<file path="src/rtl/bayes_pkg.sv">
// Shared types and constants for the Bayesian chip inference sequencer.
// Chip pin bundle, FSM states and readout timing live here.
package bayes_pkg;

    localparam int N_OBS              = 4;
    localparam int OBS_W              = 9;
    localparam int N_CLASS            = 4;
    localparam int ACC_W              = 16;
    localparam int FIFO_DEPTH         = 4;
    localparam int SEQ_READOUT_CYCLES = 11;
    localparam int SEQ_SAMPLE_FIRST   = 3;
    localparam int SEQ_PULSE_CYCLES   = 2;

    typedef enum logic [3:0] {
        S_IDLE, S_REQ, S_SETUP, S_PRECH, S_PULSE, S_SEP, S_OFF,
        S_READOUT, S_ZERO, S_ACC, S_RESULT
    } state_t;

    typedef struct packed {
        logic       cwl;
        logic       csl;
        logic       inference;
        logic       read_8;
        logic       read_out;
        logic       load_mem;
        logic       stoch_log;
        logic [7:0] adr_full_col;
        logic [7:0] adr_full_row;
    } bm_chip_pins_t;

    localparam bm_chip_pins_t PINS_IDLE = '{
        cwl: 1'b0, csl: 1'b0, inference: 1'b0, read_8: 1'b0, read_out: 1'b0,
        load_mem: 1'b0, stoch_log: 1'b1, adr_full_col: 8'h00, adr_full_row: 8'h00
    };

    function automatic logic [ACC_W-1:0] sat_add(input logic [ACC_W-1:0] a, input logic [7:0] b);
        logic [ACC_W:0] s;
        s = {1'b0, a} + {{(ACC_W-7){1'b0}}, b};
        return s[ACC_W] ? {ACC_W{1'b1}} : s[ACC_W-1:0];
    endfunction

endpackage

</file>
<file path="src/rtl/bayes_infer_sequencer_if.sv">
// Host, result and chip-pin signals of the inference sequencer.
// master = host/chip side, slave = sequencer.
interface bayes_infer_sequencer_if;
    import bayes_pkg::*;

    logic [7:0]                 cfg_repeat;
    logic                       cfg_stoch_log;
    logic                       obs_valid;
    logic                       obs_ready;
    logic [N_OBS*OBS_W-1:0]     obs_data;
    logic                       res_valid;
    logic                       res_ready;
    logic [N_CLASS*ACC_W-1:0]   res_data;
    logic                       busy;
    logic                       chip_req;
    logic                       chip_gnt;
    logic                       cwl, csl, inference, read_8, read_out, load_mem, stoch_log;
    logic [7:0]                 adr_full_col;
    logic [7:0]                 adr_full_row;
    logic [N_CLASS-1:0]         bit_out;

    modport master (
        output cfg_repeat, cfg_stoch_log, obs_valid, obs_data, res_ready, chip_gnt, bit_out,
        input  obs_ready, res_valid, res_data, busy, chip_req,
        input  cwl, csl, inference, read_8, read_out, load_mem, stoch_log,
        input  adr_full_col, adr_full_row
    );

    modport slave (
        input  cfg_repeat, cfg_stoch_log, obs_valid, obs_data, res_ready, chip_gnt, bit_out,
        output obs_ready, res_valid, res_data, busy, chip_req,
        output cwl, csl, inference, read_8, read_out, load_mem, stoch_log,
        output adr_full_col, adr_full_row
    );

endinterface

</file>
<file path="src/rtl/bayes_obs_fifo.sv">
// Synchronous FIFO for observation sets; extra pointer bit distinguishes full from empty.
module bayes_obs_fifo #(
    parameter int W     = 36,
    parameter int DEPTH = 4
) (
    input  logic         clk,
    input  logic         rst,
    input  logic         push,
    input  logic [W-1:0] din,
    input  logic         pop,
    output logic         full,
    output logic         empty,
    output logic [W-1:0] dout
);
    localparam int AW = $clog2(DEPTH);

    logic [W-1:0] mem [DEPTH];
    logic [AW:0]  wp, rp;

    assign full  = (wp[AW] != rp[AW]) && (wp[AW-1:0] == rp[AW-1:0]);
    assign empty = (wp == rp);
    assign dout  = mem[rp[AW-1:0]];

    always_ff @(posedge clk or posedge rst) begin
        if (rst) begin
            wp <= '0;
            rp <= '0;
        end else begin
            if (push && !full) wp <= wp + (AW+1)'(1);
            if (pop && !empty) rp <= rp + (AW+1)'(1);
        end
    end

    always_ff @(posedge clk) begin
        if (push && !full) mem[wp[AW-1:0]] <= din;
    end

endmodule

</file>
<file path="src/rtl/bayes_infer_sequencer.sv">
// Inference scheduler: queues observation sets, owns the chip pins for N passes per set,
// reads out one byte per class each pass and returns the saturated per-class sums.
module bayes_infer_sequencer
    import bayes_pkg::*;
(
    input  logic                  clk,
    input  logic                  rst,
    bayes_infer_sequencer_if.slave bus
);
    state_t                        state, state_n;
    logic                          fifo_full, fifo_empty, pop, in_pass, stall;
    logic [N_OBS*OBS_W-1:0]        fifo_dout;
    logic [N_OBS-1:0][OBS_W-1:0]   cur_obs;
    logic [OBS_W-1:0]              obs_k;
    logic [1:0]                    k;
    logic [3:0]                    cnt;
    logic [7:0]                    pass, rep;
    logic                          stoch_q;
    logic [N_CLASS-1:0][7:0]       shreg;
    logic [N_CLASS-1:0][ACC_W-1:0] acc;
    bm_chip_pins_t                 pins;

    bayes_obs_fifo #(.W(N_OBS*OBS_W), .DEPTH(FIFO_DEPTH)) u_fifo (
        .clk(clk), .rst(rst), .push(bus.obs_valid), .din(bus.obs_data), .pop(pop),
        .full(fifo_full), .empty(fifo_empty), .dout(fifo_dout)
    );

    assign pop     = (state == S_IDLE) && !fifo_empty;
    assign in_pass = state inside {S_SETUP, S_PRECH, S_PULSE, S_SEP, S_OFF, S_READOUT, S_ZERO, S_ACC};
    // Losing the grant mid-pass freezes the sequence in place rather than restarting it.
    assign stall   = in_pass && !bus.chip_gnt;
    assign obs_k   = cur_obs[k];

    always_comb begin
        state_n = state;
        case (state)
            S_IDLE:    if (!fifo_empty) state_n = S_REQ;
            S_REQ:     if (bus.chip_gnt) state_n = S_SETUP;
            S_SETUP:   state_n = S_PRECH;
            S_PRECH:   state_n = S_PULSE;
            S_PULSE:   if (cnt == 4'(SEQ_PULSE_CYCLES-1)) state_n = S_SEP;
            S_SEP:     state_n = S_OFF;
            S_OFF:     state_n = (k == 2'd3) ? S_READOUT : S_SETUP;
            S_READOUT: if (cnt == 4'(SEQ_READOUT_CYCLES-1)) state_n = S_ZERO;
            S_ZERO:    state_n = S_ACC;
            S_ACC:     state_n = (pass + 8'd1 < rep) ? S_SETUP : S_RESULT;
            S_RESULT:  if (bus.res_ready) state_n = S_IDLE;
            default:   state_n = S_IDLE;
        endcase
        if (stall) state_n = state;
    end

    always_ff @(posedge clk or posedge rst) begin
        if (rst) begin
            state   <= S_IDLE;
            cnt     <= '0;
            k       <= '0;
            pass    <= '0;
            rep     <= 8'd1;
            stoch_q <= 1'b1;
            cur_obs <= '0;
            shreg   <= '0;
            acc     <= '0;
        end else begin
            state <= state_n;
            if (!stall) cnt <= (state_n != state) ? 4'd0 : cnt + 4'd1;
            if (pop) begin
                cur_obs <= fifo_dout;
                rep     <= (bus.cfg_repeat == 8'd0) ? 8'd1 : bus.cfg_repeat;
                stoch_q <= bus.cfg_stoch_log;
                k       <= '0;
                pass    <= '0;
                acc     <= '0;
            end
            if (!stall) begin
                // k wraps 3->0 on the last OFF, ready for the next pass.
                if (state == S_OFF) k <= k + 2'd1;
                if (state == S_READOUT && cnt >= 4'(SEQ_SAMPLE_FIRST))
                    for (int c = 0; c < N_CLASS; c++) shreg[c] <= {shreg[c][6:0], bus.bit_out[c]};
                if (state == S_ACC) begin
                    for (int c = 0; c < N_CLASS; c++) acc[c] <= sat_add(acc[c], shreg[c]);
                    pass <= pass + 8'd1;
                end
            end
        end
    end

    always_comb begin
        pins = PINS_IDLE;
        if (state != S_IDLE) pins.stoch_log = stoch_q;
        if (state inside {S_SETUP, S_PRECH, S_PULSE, S_SEP, S_OFF}) begin
            pins.adr_full_col = {k, 3'b000, obs_k[2:0]};
            pins.adr_full_row = {2'b00, obs_k[8:3]};
        end
        case (state)
            S_PRECH:   begin pins.csl = 1'b1; pins.cwl = 1'b1; pins.read_8 = 1'b1; end
            S_PULSE:   begin pins.cwl = 1'b1; pins.read_8 = 1'b1; end
            S_SEP:     pins.cwl = 1'b1;
            S_OFF:     pins.inference = 1'b1;
            S_READOUT: begin pins.inference = 1'b1; pins.read_out = 1'b1; pins.read_8 = 1'b1; end
            S_ZERO:    begin pins.inference = 1'b1; pins.read_out = 1'b1; pins.load_mem = 1'b1; end
            default:   ;
        endcase
        if (stall) pins = '0;
    end

    assign bus.obs_ready    = !fifo_full;
    assign bus.res_valid    = (state == S_RESULT);
    assign bus.res_data     = acc;
    assign bus.busy         = (state != S_IDLE) || !fifo_empty;
    assign bus.chip_req     = (state == S_REQ) || in_pass;
    assign bus.cwl          = pins.cwl;
    assign bus.csl          = pins.csl;
    assign bus.inference    = pins.inference;
    assign bus.read_8       = pins.read_8;
    assign bus.read_out     = pins.read_out;
    assign bus.load_mem     = pins.load_mem;
    assign bus.stoch_log    = pins.stoch_log;
    assign bus.adr_full_col = pins.adr_full_col;
    assign bus.adr_full_row = pins.adr_full_row;

endmodule

</file>
<file path="src/flat_wrapper.sv">
// flat-port wrapper written by rule: the top's interface ports become plain ports
module bayes_infer_sequencer_flat import bayes_pkg::*;
  (clk, rst, bus_cfg_repeat, bus_cfg_stoch_log, bus_obs_valid, bus_obs_data, bus_res_ready, bus_chip_gnt, bus_bit_out, bus_obs_ready, bus_res_valid, bus_res_data, bus_busy, bus_chip_req, bus_cwl, bus_csl, bus_inference, bus_read_8, bus_read_out, bus_load_mem, bus_stoch_log, bus_adr_full_col, bus_adr_full_row);
  bayes_infer_sequencer_if bus_i ();
  input  logic clk;
  input  logic rst;
  input wire logic [$bits(bus_i.cfg_repeat)-1:0] bus_cfg_repeat;
  input wire logic [$bits(bus_i.cfg_stoch_log)-1:0] bus_cfg_stoch_log;
  input wire logic [$bits(bus_i.obs_valid)-1:0] bus_obs_valid;
  input wire logic [$bits(bus_i.obs_data)-1:0] bus_obs_data;
  input wire logic [$bits(bus_i.res_ready)-1:0] bus_res_ready;
  input wire logic [$bits(bus_i.chip_gnt)-1:0] bus_chip_gnt;
  input wire logic [$bits(bus_i.bit_out)-1:0] bus_bit_out;
  output wire logic [$bits(bus_i.obs_ready)-1:0] bus_obs_ready;
  output wire logic [$bits(bus_i.res_valid)-1:0] bus_res_valid;
  output wire logic [$bits(bus_i.res_data)-1:0] bus_res_data;
  output wire logic [$bits(bus_i.busy)-1:0] bus_busy;
  output wire logic [$bits(bus_i.chip_req)-1:0] bus_chip_req;
  output wire logic [$bits(bus_i.cwl)-1:0] bus_cwl;
  output wire logic [$bits(bus_i.csl)-1:0] bus_csl;
  output wire logic [$bits(bus_i.inference)-1:0] bus_inference;
  output wire logic [$bits(bus_i.read_8)-1:0] bus_read_8;
  output wire logic [$bits(bus_i.read_out)-1:0] bus_read_out;
  output wire logic [$bits(bus_i.load_mem)-1:0] bus_load_mem;
  output wire logic [$bits(bus_i.stoch_log)-1:0] bus_stoch_log;
  output wire logic [$bits(bus_i.adr_full_col)-1:0] bus_adr_full_col;
  output wire logic [$bits(bus_i.adr_full_row)-1:0] bus_adr_full_row;
  assign bus_i.cfg_repeat = bus_cfg_repeat;
  assign bus_i.cfg_stoch_log = bus_cfg_stoch_log;
  assign bus_i.obs_valid = bus_obs_valid;
  assign bus_i.obs_data = bus_obs_data;
  assign bus_i.res_ready = bus_res_ready;
  assign bus_i.chip_gnt = bus_chip_gnt;
  assign bus_i.bit_out = bus_bit_out;
  assign bus_obs_ready = bus_i.obs_ready;
  assign bus_res_valid = bus_i.res_valid;
  assign bus_res_data = bus_i.res_data;
  assign bus_busy = bus_i.busy;
  assign bus_chip_req = bus_i.chip_req;
  assign bus_cwl = bus_i.cwl;
  assign bus_csl = bus_i.csl;
  assign bus_inference = bus_i.inference;
  assign bus_read_8 = bus_i.read_8;
  assign bus_read_out = bus_i.read_out;
  assign bus_load_mem = bus_i.load_mem;
  assign bus_stoch_log = bus_i.stoch_log;
  assign bus_adr_full_col = bus_i.adr_full_col;
  assign bus_adr_full_row = bus_i.adr_full_row;
  bayes_infer_sequencer u_core (.clk(clk), .rst(rst), .bus(bus_i));
endmodule
</file>
<file path="config.mk">
export PLATFORM = sky130hd
export DESIGN_NAME = bayes_infer_sequencer_flat
export DESIGN_NICKNAME = d
export VERILOG_FILES = /design/src/rtl/bayes_pkg.sv /design/src/rtl/bayes_infer_sequencer_if.sv /design/src/rtl/bayes_obs_fifo.sv /design/src/rtl/bayes_infer_sequencer.sv /design/src/flat_wrapper.sv
export SDC_FILE = /design/constraint.sdc
export NUM_CORES = 1
export LEC_CHECK = 0
export ABC_CLOCK_PERIOD_IN_PS = 6600
export CAP_MARGIN = 20
export CORE_MARGIN = 5
export CORE_UTILIZATION = 25
export DETAILED_ROUTE_END_ITERATION = 8
export PLACE_DENSITY = 0.38
export SYNTH_ARGS = -nofsm -noshare
export SYNTH_HDL_FRONTEND = slang
export SYNTH_SLANG_ARGS = --single-unit
</file>
<file path="constraint.sdc">
create_clock -name clk -period 6.6 [get_ports clk]
set_input_delay 1.32 -clock clk [delete_from_list [all_inputs] [get_ports clk]]
set_output_delay 1.32 -clock clk [all_outputs]
set_load 0.02 [all_outputs]
</file>
Word level (Yosys, flattened, before mapping)

Memory sizes are Yosys's and may differ from the RTL's. A register that Yosys moved wholly into a read port is not among the register bits.
Index checks and enable logic that the tools add are counted.

Output and inout port bits: 91
Register bits: 129
RAM bits: 144
Logic and storage cells: 105
Input bits: 54
Memories: 1

Memory list:

| name              | depth | bits a word | rd ports | clocked after Yosys merged registers in | wr ports | line                 | text |
|---|---|---|---|---|---|---|---|
| u_core.u_fifo.mem | 4     | 36          | 1        | 1                                       | 1        | bayes_obs_fifo.sv:17 | `logic [W-1:0] mem [DEPTH];` |

Bitwise operators: 1
Reduce and logical (&&, ||, !) cells: 21
Magnitude comparators: 3
Add/subtract/negate cells: 9
Equal/unequal tests: 17
Multiplexer cells: 37

Operators by type and width:

| kind                                                                   | number |
|---|---|
| 64-bit two-way mux                                                     | 3 |
| 16-bit two-way mux                                                     | 5 |
| 16-bit by 8-bit adder with 17-bit output                               | 4 |
| 4-bit case mux with 11 select lines                                    | 1 |
| 4-bit two-way mux                                                      | 8 |
| 8-bit two-way mux                                                      | 4 |
| 23-bit two-way mux                                                     | 1 |
| 9-bit binary-select mux with 2-bit select                              | 1 |
| 4-bit by 3-bit equality test with 1-bit output (second input constant) | 4 |
| 4-bit equality test (second input constant)                            | 4 |
| 1-bit two-way mux                                                      | 9 |
| 9-bit two-way mux                                                      | 1 |
| 3-bit OR reduction                                                     | 3 |
| 8-bit by 1-bit adder with 8-bit output (second input constant)         | 1 |
| 4-bit by 1-bit equality test with 1-bit output (second input constant) | 2 |
| 4-bit by 2-bit equality test with 1-bit output (second input constant) | 2 |
| 8-bit zero test                                                        | 1 |
| 8-bit less-than comparator                                             | 1 |
| 8-bit nonzero test                                                     | 1 |
| 3-bit by 1-bit adder with 3-bit output (second input constant)         | 2 |
| 1-bit logical AND                                                      | 6 |
| 2-bit two-way mux                                                      | 3 |
| 5-bit nonzero test                                                     | 1 |
| 4-bit by 1-bit adder with 4-bit output (second input constant)         | 1 |
| 16 further kinds                                                       | 19 |

Logic depth before layout (Yosys ltp)

Gate-level depths: netlist of run 1.

Depth in word-level cells: 7
Depth in mapped cells: 10

Hierarchy

From an unflattened synthesis of run 1, not the netlist that was laid out.

Cell total of the unflattened synthesis: 1206
Area, all modules: 14769.2 um^2

Modules (own cells, without submodules):

| module                | area an instance (um^2) | cells an instance | instances |
|---|---|---|---|
| bayes_infer_sequencer | 9071.2                  | 968               | 1 |
| bayes_obs_fifo        | 5698.0                  | 238               | 1 |

Least setup slack after synthesis of run 1

Ideal clock, no wire load.

Kind: input to output
From: input port bus_chip_gnt
To: output port bus_inference
Arrival time: 2778 ps
Stages: 5
Path slack: 2502 ps
Required time: 5280 ps
Cells stage by stage: clkbuf_1 inv_1 nor3_1 or2_2 nand2b_1

Longest elaborated chain between the ends: 3

Ends and longest elaborated chain:

| what               | line                         | text |
|---|---|---|
| start, declared    | flat_wrapper.sv:12           | `input wire logic [$bits(bus_i.chip_gnt)-1:0] bus_chip_gnt;` |
| 1-bit zero test    | bayes_infer_sequencer.sv:31  | `assign stall = in_pass && !bus.chip_gnt;` |
| 1-bit logical AND  | bayes_infer_sequencer.sv:31  |  |
| 23-bit two-way mux | bayes_infer_sequencer.sv:104 | `if (stall) pins = '0;` |
| end, declared      | flat_wrapper.sv:21           | `output wire logic [$bits(bus_i.inference)-1:0] bus_inference;` |

No other way between the ends.

Final worst setup path of run 1

From: input port bus_chip_gnt
To: output port bus_adr_full_col[1]

Longest elaborated chain between the ends: 3

Ends and longest elaborated chain:

| what               | line                         | text |
|---|---|---|
| 1-bit zero test    | bayes_infer_sequencer.sv:31  |  |
| 1-bit logical AND  | bayes_infer_sequencer.sv:31  |  |
| 23-bit two-way mux | bayes_infer_sequencer.sv:104 |  |
| end, declared      | flat_wrapper.sv:26           | `output wire logic [$bits(bus_i.adr_full_col)-1:0] bus_adr_full_col;` |

No other way between the ends.

==> results.tsv, run 1 <==
stage	metric	value	unit
detailed_routing	WL met2	18900	µm
clock_network	CTS tree	built	
timing	Setup WS post-layout	1.78	ns
clock_network	Clk Latency, worst-skew pair	0.56	ns
synthesis	Yosys cell types	83	
clock_network	cts hold-fix bufs	0	
timing	Final min period	4.82	ns
floorplanning	I/O pins	145	
layout	multi-input logic area	5660	µm²
detailed_routing	drc violations	0	
grt	total global routing overflow	0	
grt	vias in the first global route	10000	
synthesis	Seq/Total Area, Yosys	58.3	%
power	Pleak	0.00721	µW
run_status	status	completed	
detailed_routing	drt wl/cell	18.2	µm
timing	Worst Tran Pin Value	1.00	ns
synthesis	Post-Syn Area per Cell	12.3	µm²
worst_setup_path	Worst setup EP type	primary output	
grt	pin count of the biggest net entering global routing	96	
layout	area grow syn2layout	23.5	%
clock_network	Root Driver	clkbuf_16	
worst_hold_path	Min-Delay Path Class	reg2reg	
detailed_routing	wl on met1	17100	µm
timing	fmax	207	MHz
layout	fillers	5799	
detailed_routing	top layer in use	met5	
worst_setup_path	most used cell, CP	clkdlybuf4s50_1	
layout	share of layout cells above drive strength 1	12.5	%
synthesis	synth top area cells	edfxtp_1 30%, dfrtp_1 28%, mux4_2 7.0%	
floorplanning	Die ar.	62900	µm²
worst_setup_path	reg2reg path depth	7	
worst_setup_path	worst path cell trace	clkdlybuf4s50_1, nand2_1, nor2_1, and3_1, clkdlybuf4s50_1	
layout	layout net count	1425	
detailed_routing	drt first pass iters	5	
synthesis	mux share of post-synthesis cell area	9.51	%
clock_network	cts repair resizes	0	
synthesis	Post-Synth XOR/XNOR Area	1.99	%
detailed_routing	WL met3	1590	µm
worst_setup_path	startpoint types	input port	
clock_network	H-Tree Level Count	2	
floorplanning	die height	251	µm
synthesis	Post-Syn Area	14500	µm²
timing	Pins Over Slew Limit	0	
timing	RSZ-0062 raised after global routing	no	
timing	Hold Fails Final Rpt	0	
placement	HPWL after detailed placement	25300	µm
power	VDD IR max	0.171	mV
floorplanning	row count	88	
synthesis	Most used DFF post-synth	dfrtp_1	
detailed_routing	post-route ant nets	0	
synthesis	largest family of logic cells by synthesized area	simple AND/OR/NAND/NOR gates	
synthesis	Compound-Gate Fraction of Synth Area	10.0	%
layout	diode count	0	
worst_setup_path	Critical-path top delay cell	clkdlybuf4s50_1	
synthesis	cell count after synthesis	1180	
clock_network	Worst-path clk slew	0.06	ns
placement	Final GP Congestion	0.779	
placement	PortBufs	139	
detailed_routing	Total Wirelength	38500	µm
synthesis	Synth Area in Simple Gates	12.4	%
layout	register area	8460	µm²
floorplanning	total core area	57600	µm²
placement	DP Worst Slack	1.82	ns
synthesis	EDFF count, synth	144	
clock_network	Sink Count	309	
grt	GRT Total Usage	12.1	%
timing	Final setup viols	0	
clock_network	Post CTS Setup Buffer Count	0	
timing	worst clock skew	0.0241	ns
worst_setup_path	Max FO, Critical Path	11	
worst_setup_path	Crit path required time	5.28	ns
synthesis	Yosys top cell area share	29.8	%
worst_setup_path	CP max stage delay	0.72	ns
worst_setup_path	crit path DAT	3.50	ns
synthesis	number of synthesis warnings	0	
detailed_routing	via count	9654	
worst_setup_path	Buf+Inv Stages, Crit Path	2	
timing	Tcrit/Tclk final	73.1	%
floorplanning	initial core utilization	25.2	%
timing	TNS Setup	0	ns
detailed_routing	1st-iter DRT viols	471	
grt	global-route wire length before repair	60300	µm
worst_setup_path	critical path depth	5	
job	Max-Cap Viols	0	
detailed_routing	vias per cell	4.57	
worst_setup_path	Top delay family on crit path	buffers and inverters	
worst_setup_path	CP Class	in2out	
floorplanning	Die Wd	251	µm
synthesis	Post-synth ARST share	53.4	%
synthesis	area leader, netlist	edfxtp_1	
synthesis	Post-Synth Adder-Cell Area	4.78	%
clock_network	Max clock buf depth	3	
timing	Slew headroom	33.3	%
power	power density over cell area	357	nW/µm²
worst_hold_path	hold path depth	2	
clock_network	CTS buffer count	39	
synthesis	Synth Register Bits	309	
grt	antenna violations before repair	1	
[metal layers]
layer  vias to the layer above  track usage (%)
met5                         -                0
li1                       4626                -
met1                      4822             15.5
met2                       157             20.6
met3                        47             2.58
met4                         2             3.54
[cell type report]
cell class | instances | share of cell area [%]
clock buffer | 58 | 6.07
sequential | 309 | 47.2
multi-input combinational | 781 | 31.6
timing repair buffer | 151 | 8.34
tap | 765 | 5.34
clock inverter | 14 | 0.643
inverter | 36 | 0.783
[kinds of logic (layout without fill, tap and decap cells)]
kind of cell / count (synthesis) / after routing
and+or+nand+nor: 383 / 383
DFF: 309 / 309
AOI/OAI and AO/OA: 229 / 229
buffers and inverters: 94 / 259
muxes: 78 / 78
adders and majority gates: 53 / 53
xor gates and xnor gates: 33 / 33
other: 1 / 5
[sequential cells by signal, summed over array words and instances, names as in the netlist]
register / flops
u_core.bus.res_data: 64
u_core.cnt: 4
u_core.cur_obs: 36
u_core.k: 2
u_core.pass: 8
u_core.rep: 8
u_core.shreg: 32
u_core.state: 4
u_core.stoch_q: 1
u_core.u_fifo.mem: 144
u_core.u_fifo.rp: 3
u_core.u_fifo.wp: 3
[per-stage QoR]
step	cell area [µm²]	power, µW	utilization, %	cells	hold slack (ns)
floorplan	14500	3850	-	1184	0.439
global placement	16700	4510	29.0	2042	0.452
detailed placement	16700	4500	29.0	2042	0.451
CTS	17900	6580	31.1	2114	0.464
global route	17900	6830	31.1	2114	0.483
finish	17900	6400	31.1	2114	0.463
[worst min-delay path, cell delays in order (launching register included)]
cell and delay (ns):
dfstp_2 0.37, nand2_1 0.05, nand2_1 0.05
[where the power goes]
part           internal, µW  switching (µW)
clock network          1160             854
logic                   711             992
registers              2460             233
total                  4320            2080
[Yosys cell counts (5+ instances only)]
cell type  instances
a21o_1             7
a211oi_1          14
a311oi_1           6
o21a_1            12
inv_1             34
xor2_1            11
mux4_2            45
ha_1              49
a31oi_1           19
nor3_1            27
and3_1            26
o21ai_0           64
mux2_2            28
nand2b_1           8
buf_4              7
nand2_1          176
edfxtp_1         144
xnor2_1           22
o211ai_1           6
dfrtp_1          163
a21oi_1           61
nor2_1            59
buf_2             17
nand3_1           43
o31a_1             5
mux2i_1            5
clkbuf_1          25
nor2b_1            8
[cell usage in the layout, fill, tap and decap left out, types with 4 or more instances in the layout]
cell / n
nor2_1: 58
xnor2_1: 22
nand2b_1: 8
edfxtp_1: 144
o31ai_1: 4
and4_1: 4
o21a_1: 12
fa_1: 4
dfrtp_1: 162
buf_4: 11
inv_1: 33
a21oi_1: 61
nor3_1: 27
clkbuf_1: 15
o31a_1: 4
nand2_1: 176
nand3_1: 43
clkbuf_8: 4
mux2_2: 28
mux2i_1: 5
clkbuf_16: 39
ha_1: 49
and2_1: 4
xor2_1: 11
o211ai_1: 6
clkinv_1: 5
a31oi_1: 19
and3_1: 22
nor2b_1: 7
conb_1: 5
a21o_1: 7
clkdlybuf4s50_1: 139
and3_2: 4
a311oi_1: 6
a211oi_1: 14
o21ai_0: 64
mux4_2: 45
o211a_1: 4
[final timing paths]
kind | startpoint | end | slack [ns]
worst min-delay path | u_core.stoch_q | u_core.stoch_q | 0.46
worst max-delay path | bus_chip_gnt | bus_adr_full_col[1] | 1.78
max in group asynchronous | rst | u_core.shreg[29] | 4.26
worst min register to register | u_core.stoch_q | u_core.stoch_q | 0.46
worst max register to register | u_core.u_fifo.rp[0] | u_core.u_fifo.rp[2] | 3.41
min in group asynchronous | rst | u_core.cur_obs[1] | 1.35
Note: power is estimated with default switching activity, not from simulation.
==> run 2, diff against run 1 <==
--- a/config.mk
+++ b/config.mk
@@ -5,12 +5,12 @@
 export SDC_FILE = /design/constraint.sdc
 export NUM_CORES = 1
 export LEC_CHECK = 0
-export ABC_CLOCK_PERIOD_IN_PS = 6600
+export ABC_CLOCK_PERIOD_IN_PS = 4300
 export CAP_MARGIN = 20
 export CORE_MARGIN = 5
 export CORE_UTILIZATION = 25
 export DETAILED_ROUTE_END_ITERATION = 8
-export PLACE_DENSITY = 0.38
+export PLACE_DENSITY = 0.4
 export SYNTH_ARGS = -nofsm -noshare
 export SYNTH_HDL_FRONTEND = slang
 export SYNTH_SLANG_ARGS = --single-unit
==> constraint.sdc (replaced) <==
create_clock -name clk -period 4.3 [get_ports clk]
set_input_delay 0.86 -clock clk [delete_from_list [all_inputs] [get_ports clk]]
set_output_delay 0.86 -clock clk [all_outputs]
set_load 0.02 [all_outputs]
==> run 2 against run 1 <==
  * Combinational power grew 58%
  * First-iteration DRC count grew 10%
  * Via count grew 1.7%
  * Sequential cell count is the same
  * Sequential power grew 54%
  * Critical endpoint is now bus_inference
==> results.tsv, run 2 (synthesis results as in run 1) <==
stage	metric	value	unit	change
run_status	status	completed		unchanged
worst_setup_path	R2R Setup Slk	1.49	ns	was 3.41 ns
timing	Final min period	3.90	ns	
power	Switching Fraction	32.1	%	was 32.5%
detailed_routing	drc violations	0		unchanged
worst_setup_path	Critical-path top delay cell	dfrtp_1		was clkdlybuf4s50_1
clock_network	CTS buffer count	40		was 39
floorplanning	total core area	57600	µm²	unchanged
clock_network	Clk Latency, worst-skew pair	0.56	ns	about the same
placement	Final GP Congestion	0.790		was 0.779
worst_setup_path	worst path cell trace	clkinv_1, nand2_1, nor3_1, or2_2, nand2b_1, clkdlybuf4s50_1		was clkdlybuf4s50_1, nand2_1, nor2_1, and3_1, clkdlybuf4s50_1
grt	global-route wire length before repair	61100	µm	was 60300 µm
floorplanning	Die Wd	251	µm	unchanged
layout	number of flip-flops in the largest register	144		unchanged
detailed_routing	1st-iter DRT viols	519		was 471
grt	vias in the first global route	10200		was 10000
worst_setup_path	Worst setup EP type	primary output		unchanged
grt	total global routing overflow	0		unchanged
detailed_routing	drt wl/cell	18.2	µm	about the same
timing	Tcrit/Tclk final	90.8	%	
timing	Setup WS post-layout	0.397	ns	was 1.78 ns
job	Max-Cap Viols	0		unchanged
timing	fmax	256	MHz	
power	power density over cell area	556	nW/µm²	was 357 nW/µm²
floorplanning	die height	251	µm	unchanged
timing	Hold Fails Final Rpt	0		unchanged
detailed_routing	drt first pass iters	4		was 5
floorplanning	initial core utilization	25.2	%	unchanged
worst_setup_path	crit path DAT	3.04	ns	was 3.50 ns
timing	Slew headroom	41.3	%	was 33.3%
timing	Min Hold Slack	0.459	ns	was 0.463 ns
power	Sw Pwr	3240	µW	was 2080 µW
worst_setup_path	CP max stage delay	0.68	ns	was 0.72 ns
power	Pint	6840	µW	was 4320 µW
clock_network	cts repair resizes	0		unchanged
power	clock share of power	32.4	%	was 31.4%
layout	most common cell after layout, fill and taps aside	nand2_1		unchanged
power	Logic pwr share	26.6	%	about the same
power	part of the power in registers	41.0	%	was 42.0%
layout	most frequent cells in the layout	176 x nand2_1, 161 x dfrtp_1, 144 x edfxtp_1		was 176 x nand2_1, 162 x dfrtp_1, 144 x edfxtp_1
power	VDD IR max	0.265	mV	was 0.171 mV
worst_setup_path	Max FO, Critical Path	17		was 11
detailed_routing	via count	9817		was 9654
detailed_routing	vias per cell	4.61		was 4.57
placement	HPWL after detailed placement	26300	µm	was 25300 µm
placement	DP Worst Slack	0.425	ns	was 1.82 ns
worst_setup_path	startpoint types	register		was input port
clock_network	H-Tree Level Count	2		unchanged
worst_setup_path	Crit. Startpoint	u_core.state[0]		was bus_chip_gnt
worst_setup_path	CP Class	reg2out		was in2out
layout	share of layout cells above drive strength 1	13.9	%	was 12.5%
clock_network	Worst-path clk slew	0.05	ns	was 0.06 ns
clock_network	Max clock buf depth	3		unchanged
floorplanning	row count	88		unchanged
clock_network	Root Driver	clkbuf_16		unchanged
power	Pleak	0.00734	µW	was 0.00721 µW
placement	PortBufs	139		unchanged
floorplanning	I/O pins	145		unchanged
timing	Worst Tran Pin Value	0.881	ns	was 1.00 ns
grt	antenna violations before repair	1		unchanged
floorplanning	Die ar.	62900	µm²	unchanged
worst_setup_path	Reg2Reg Capture Point	u_core.rep[7]		was u_core.u_fifo.rp[2]
clock_network	CTS tree	built		unchanged
detailed_routing	Total Wirelength	38700	µm	was 38500 µm
timing	Pins Over Slew Limit	0		unchanged
detailed_routing	post-route ant nets	0		unchanged
clock_network	Sink Count	309		unchanged
timing	Final setup viols	0		unchanged
grt	pin count of the biggest net entering global routing	91		was 96
clock_network	cts hold-fix bufs	0		unchanged
layout	area grow syn2layout	25.0	%	was 23.5%
clock_network	Post CTS Setup Buffer Count	0		unchanged
timing	TNS Setup	0	ns	unchanged
timing	worst clock skew	0.0217	ns	was 0.0241 ns
worst_setup_path	worst r2r src	u_core.state[2]		was u_core.u_fifo.rp[0]
timing	RSZ-0062 raised after global routing	no		unchanged
worst_setup_path	reg2reg path depth	5		was 7
grt	GRT Total Usage	12.2	%	was 12.1%
worst_hold_path	Min-Delay Path Class	reg2reg		unchanged
layout	layout net count	1440		was 1425
worst_setup_path	Setup crit end	bus_inference		was bus_adr_full_col[1]
worst_setup_path	Crit path required time	3.44	ns	was 5.28 ns
==> run 2: changes by cell type in the layout (fill, tap and decap cells not counted), sizes merged <==
cell / change
buf: +14
clkinv: +6
clkbuf: -5
bufinv: +2
clkinvlp: -1
diode: +1
inv: -1
==> run 2: power by group through the flow <==
stage | Combinational, µW | Clock (µW) | Sequential (µW)
after floorplan | 1900 | 0 | 4010
after global placement | 2770 | 0 | 4190
after detailed placement | 2760 | 0 | 4200
after CTS | 2780 | 3380 | 4140
after global routing | 3000 | 3500 | 4210
final | 2680 | 3260 | 4130
==> run 2: metal layers <==
layer / wire [µm] / share of wire (%) / track usage, % / vias up
li1: - / - / - / 4654
met1: 17600 / 46 / 16.3 / 4918
met3: 1750 / 4.5 / 2.40 / 56
met5: 0 / 0 / 0 / -
met2: 18600 / 48 / 20.2 / 189
met4: 745 / 1.9 / 3.17 / 0
==> run 2: worst max-delay path: cells and delay by family (launching register included) <==
family,cells,cell delay (ns)
buf+inv,2,0.97
flops,1,0.68
simple gates,4,0.85
==> run 2: cell type report <==
cell class,instances,area (µm²)
diodes,1,2.50
well taps,765,957
multi-input cells,781,5660
clock buffers,53,1100
repair buffers,165,1630
inverters,36,139
clock inverters,20,179
fillers,5832,39500
flip-flops and latches,309,8460
==> run 2: how the worst min path moves through the flow <==
stage                     cells after the start                from            endpoint
after global routing                          2  u_core.cur_obs[26]  u_core.cur_obs[26]
after floorplan                               2      u_core.stoch_q      u_core.stoch_q
after global placement                        2      u_core.stoch_q      u_core.stoch_q
final                                         2      u_core.stoch_q      u_core.stoch_q
after CTS                                     2      u_core.stoch_q      u_core.stoch_q
after detailed placement                      2      u_core.stoch_q      u_core.stoch_q
==> run 2: per-stage QoR <==
step                      power [µW]  area (µm²)  cells  util, %
after CTS                      10300       18100   2128     31.4
final                          10100       18100   2130     31.5
after detailed placement        6960       16800   2055     29.2
after global placement          6960       16800   2055     29.2
after floorplan                 5910       14500   1184        -
after global routing           10700       18100   2129     31.5
